--- src/rtl/cache_pkg.sv ---
// cache_pkg: shared state type, block geometry and word-offset rotation for the cache fill controller
// Optional feature macro used by importers: CACHE_FILL_CRIT_WORD_FIRST_EN
package cache_pkg;
  typedef enum logic {IDLE, FILL} fill_state_t;
  localparam int BLOCK_WORDS = 8;
  localparam int WORD_IDX_W = $clog2(BLOCK_WORDS);
  function automatic logic [WORD_IDX_W-1:0] rot_offset(input logic [WORD_IDX_W-1:0] crit, input logic [WORD_IDX_W-1:0] n);
    return crit + n;
  endfunction
endpackage

--- src/rtl/cache_fill_fsm_fill_counter.sv ---
// fill_counter: sync-clear, enable-increment counter that saturates at MAX
// Ports: clk, rst, i_clr (clear), i_en (increment), o_count, o_sat (count==MAX)
module fill_counter #(
  parameter int MAX = 8,
  localparam int W = $clog2(MAX + 1)
) (
  input  logic         clk,
  input  logic         rst,
  input  logic         i_clr,
  input  logic         i_en,
  output logic [W-1:0] o_count,
  output logic         o_sat
);
  assign o_sat = o_count == W'(MAX);
  always_ff @(posedge clk)
    o_count <= (rst || i_clr) ? '0 : (i_en && !o_sat) ? o_count + 1'b1 : o_count;
endmodule

--- src/rtl/cache_fill_fsm.sv ---
// cache_fill_fsm: cache miss fill controller issuing one pipelined read per word and writing returns into the arrays
// Ports: miss_detected/miss_address start a fill; mem_en/mem_addr issue reads; mem_data_valid/mem_data_in
// return words in order; write_data_array/word_index/fill_data and write_tag_array strobe the cache arrays;
// fsm_busy stalls the pipeline. Macro CACHE_FILL_CRIT_WORD_FIRST_EN rotates the word order to start at the missed word.
module cache_fill_fsm #(
  parameter int ADDR_WIDTH = 16,
  parameter int BLOCK_WORDS = cache_pkg::BLOCK_WORDS,
  localparam int WIW = $clog2(BLOCK_WORDS)
) (
  input  logic                  clk,
  input  logic                  rst,
  input  logic                  miss_detected,
  input  logic [ADDR_WIDTH-1:0] miss_address,
  input  logic                  mem_data_valid,
  input  logic [15:0]           mem_data_in,
  output logic                  fsm_busy,
  output logic                  mem_en,
  output logic [ADDR_WIDTH-1:0] mem_addr,
  output logic                  write_data_array,
  output logic                  write_tag_array,
  output logic [WIW-1:0]        word_index,
  output logic [15:0]           fill_data
);
  import cache_pkg::*;
  fill_state_t r_state;
  logic [ADDR_WIDTH-WIW-2:0] r_tag;
  logic [WIW:0] w_iss, w_ret;
  logic [WIW-1:0] w_iss_off, w_ret_off;
  logic w_iss_sat, w_ret_sat, w_start, w_wr, w_last, w_unused;
  assign w_start = r_state == IDLE && miss_detected;
  assign fsm_busy = r_state == FILL;
  assign mem_en = fsm_busy && !w_iss_sat;
  // a return with nothing outstanding is a protocol error and is dropped
  assign w_wr = fsm_busy && mem_data_valid && w_ret < w_iss;
  assign w_last = w_wr && &w_ret[WIW-1:0];
  assign mem_addr = mem_en ? {r_tag, w_iss_off, 1'b0} : '0;
  assign write_data_array = w_wr;
  assign write_tag_array = w_last;
  assign word_index = w_wr ? w_ret_off : '0;
  assign fill_data = mem_data_in;
`ifdef CACHE_FILL_CRIT_WORD_FIRST_EN
  logic [WIW-1:0] r_crit;
  assign w_iss_off = rot_offset(r_crit, w_iss[WIW-1:0]);
  assign w_ret_off = rot_offset(r_crit, w_ret[WIW-1:0]);
  always_ff @(posedge clk)
    r_crit <= rst ? '0 : w_start ? miss_address[WIW:1] : r_crit;
`else
  assign w_iss_off = w_iss[WIW-1:0];
  assign w_ret_off = w_ret[WIW-1:0];
`endif
  assign w_unused = ^{w_ret_sat, miss_address[WIW:0]};
  always_ff @(posedge clk)
    if (rst) begin
      r_state <= IDLE;
      r_tag <= '0;
    end else if (w_start) begin
      r_state <= FILL;
      r_tag <= miss_address[ADDR_WIDTH-1:WIW+1];
    end else if (w_last)
      r_state <= IDLE;
  fill_counter #(.MAX(BLOCK_WORDS)) u_iss (
    .clk(clk), .rst(rst), .i_clr(w_start), .i_en(fsm_busy), .o_count(w_iss), .o_sat(w_iss_sat)
  );
  fill_counter #(.MAX(BLOCK_WORDS)) u_ret (
    .clk(clk), .rst(rst), .i_clr(w_start), .i_en(w_wr), .o_count(w_ret), .o_sat(w_ret_sat)
  );
endmodule

--- config.mk ---
export PLATFORM = sky130hd
export DESIGN_NAME = cache_fill_fsm
export DESIGN_NICKNAME = d
export VERILOG_FILES = /design/src/rtl/cache_pkg.sv /design/src/rtl/cache_fill_fsm_fill_counter.sv /design/src/rtl/cache_fill_fsm.sv
export SDC_FILE = /design/constraint.sdc
export NUM_CORES = 1
export LEC_CHECK = 0
export BUFFER_PORTS_ARGS = -buffer_cell sky130_fd_sc_hd__buf_2
export CORE_MARGIN = 4
export CORE_UTILIZATION = 38
export DETAILED_ROUTE_END_ITERATION = 8
export GPL_TIMING_DRIVEN = 0
export MAX_ROUTING_LAYER = met4
export PLACE_DENSITY = 0.79
export SLEW_MARGIN = 20
export SYNTH_ARGS = -nofsm -noshare
export SYNTH_HDL_FRONTEND = slang
export SYNTH_SLANG_ARGS = --single-unit
--- constraint.sdc ---
create_clock -name clk -period 2.4 [get_ports clk]
set_input_delay 0.48 -clock clk [delete_from_list [all_inputs] [get_ports clk]]
set_output_delay 0.48 -clock clk [all_outputs]
set_load 0.1 [all_outputs]
==> metrics.txt <==
routability cong.=0.809; Final nets=264; Core Region=3030 sq um; GRT met3 Usage=1.76%; Hold-fix buffers, CTS=0; Post-Syn Area=1200 sq um; fin worst setup slack=-5.88 ps; Initial Util=39.7%; Clock Skew=3.29 ps; first-pass GRT wire length=4710 microns; Hold WC Path Type=input port to register; RSZ-0062 raised after global routing=true; Max stage delay on crit path=370 ps; largest area contributor in the synthesized netlist=dfxtp_1; CP max stage cell=or3b_4; final count of hold timing violations=0; CP delay by family, top=simple AND/OR/NAND/NOR gates; count leader, synth=nand2_1; port buffer count=53; CTS buffer count=3; status=finished, violations left; area grow syn2layout=56.5%; clk sinks=21; R2R Setup Slk=280 ps; number of detailed-route iterations in the first pass=4; CP Cell Sequence=inv_2, ha_4, or3b_4, o2111a_2, nor2_4, and2_4, buf_12; gr ovfl total=0; Seq/Total Area, Yosys=35.0%; worst path buffer plus inverter count=2; Lkg Pwr=0.870 nW; Place WS=-238 ps; crit start category=register; Synth Flop Type=dfxtp_1; Hold Path End=r_tag[7]; Setup-failing EPs final=2; share of layout cells above drive strength 1=53.0%; Setup CP Type=register to output port; Clock Tree Buf Depth=2; Fmax=0.416 GHz; DRC Markers=0; Routed WL=3000 microns; max cap viols=0; RR Endpoint=u_ret.o_count[3]; Top Usage Layer GRT=met2; Die Area=4120 sq um; Final ANT Viol Nets=0; CTS tree=built; vias post-DR=1,249; die width=64.2 microns; Detailed Place HPWL=2080 microns; ANT cells=0; Synthesized Nets=197; asr flop ratio synth=0%; IR drop worst, VDD=0.000153 V; Netlist cell types=29; initial antenna violation count=0; H-Tree Depth=1; Syn Inst Count=153; final critical-path share of the clock period=100%; IO Pins=75; failing checks=negative setup slack; Worst-path clk slew=130 ps; Critical Path End Type=output port; min Tclk post-route=2410 ps; gr usage total=14.7%; area fraction of the dominant cell type after synthesis=35.0%; via count of the first global-routing pass=1,051; Core Rows=20; CTS root buf=clkbuf_4; post-DR vias/cell=4.75; Slew Limit Fails=0; hold path cells=2; min-delay src=rst; Mean Syn Cell Area=7.85 sq um; synthesized flop and latch total=21; M2 GR Usage=23.2%; Area contributors post-synth=dfxtp_1 (35%), buf_4 (11%), and2_1 (8.3%); PD cells=476 nW/um^2; Yosys warnings=0; r2r worst-path depth=8; largest net degree at the start of global routing=13; top post-synthesis cells by count=nand2_1 (26), dfxtp_1 (21), a21oi_1 (17), buf_4 (17), and2_1 (16); Clock Latency Late Sink=320 ps; drt initial violations=54; WL per Instance=11.4 microns; Global Route met1 Usage=17.6%; die height=64.2 microns; Power, Total=0.894 mW; Crit path required time=1920 ps; Reg-to-Reg Start=u_iss.o_count[1]; number of synthesized flops with an enable pin=0; Arrival @ worst endpoint=1930 ps; critical path fanouts, max=6
-- layout make-up --
| class | instances | area (sq um) |
|---|---|---|
| Buffer | 22 | 156 |
| Clock buffer | 3 | 22.5 |
| Clock inverter | 1 | 5.00 |
| Fill cell | 260 | 1150 |
| Inverter | 7 | 26.3 |
| Multi-Input combinational cell | 103 | 718 |
| Sequential cell | 21 | 429 |
| Tap cell | 44 | 55.1 |
| Timing Repair Buffer | 62 | 467 |
-- metal layers --
metal	vias to the layer above	routed length (microns)
met2	64	1450
li1	621	-
met3	7	245
met1	557	1230
met4	0	80
met5	-	0
-- layout by cell type (no fill, tap or decap), drive strengths merged, types with 2 or more instances in the layout --
master	n
a21oi	17
and2	17
buf	79
clkbuf	8
dfxtp	21
ha	8
inv	7
nand2	26
nand3	7
nor2	5
nor2b	2
nor3	2
o21ai	3
xnor2	2
-- registers in the layout (all words and copies together) (netlist names) --
name / flops
r_tag: 12
u_iss.o_count: 4
u_ret.o_count: 4
fsm_busy: 1
-- metrics by stage --
stage,utilization [%],TNS (ps),hold WS (ps),instances,cell area (sq um)
detailed placement,53.4,-2420,446,250,1620
finish,62.1,-8.38,353,263,1880
global route,62.1,-226,379,263,1880
CTS,60.2,-38.3,350,259,1820
floorplan,-,-454,430,153,1300
global placement,53.4,-1990,438,250,1620
-- worst reg2reg max path, delay by kind of cell (launching register included) --
kind,cells,cell delay [ps]
simple gates,2,860
flops,1,360
compound gates,2,350
buf+inv,3,340
fa+ha+maj,1,150
-- what timing repair did --
action / CTS / global route
pin swaps: 5 / 3
resized for setup: 42 / 8
setup buffers: 5 / 4
setup endpoints to repair: 20 / 14
-- logic make-up (layout without fill, tap and decap cells) --
logic type,after synthesis,in the layout,share of synthesized area [%]
simple gates,65,65,27.2
compound gates,26,26,12.5
fa+ha+maj,8,8,8.33
flops,21,21,35.0
xor+xnor,2,2,1.46
buf+inv,29,95,14.4
other cells,1,1,0.312
mux,1,1,0.833
-- how the worst max path moves through the flow --
stage / startpoint / endpoint / slack [ps] / depth (start not counted)
6_report: u_iss.o_count[1] / word_index[2] / -6 / 7
3_3_place_gp: u_iss.o_count[0] / mem_addr[8] / -210 / 6
4_1_cts: u_iss.o_count[1] / write_tag_array / -20 / 7
5_1_grt: u_iss.o_count[1] / word_index[2] / -70 / 7
2_1_floorplan: u_iss.o_count[1] / word_index[2] / -190 / 6
3_5_place_dp: u_iss.o_count[0] / mem_addr[6] / -240 / 6
-- report_power, final --
group | total, mW | internal [mW] | leakage, nW | switching [mW]
combinational | 0.338 | 0.0923 | 0.678 | 0.245
clock | 0.183 | 0.0626 | 0.0177 | 0.121
sequential | 0.373 | 0.363 | 0.174 | 0.00981
total | 0.894 | 0.518 | 0.870 | 0.376
(Power assumes the default switching activity.)
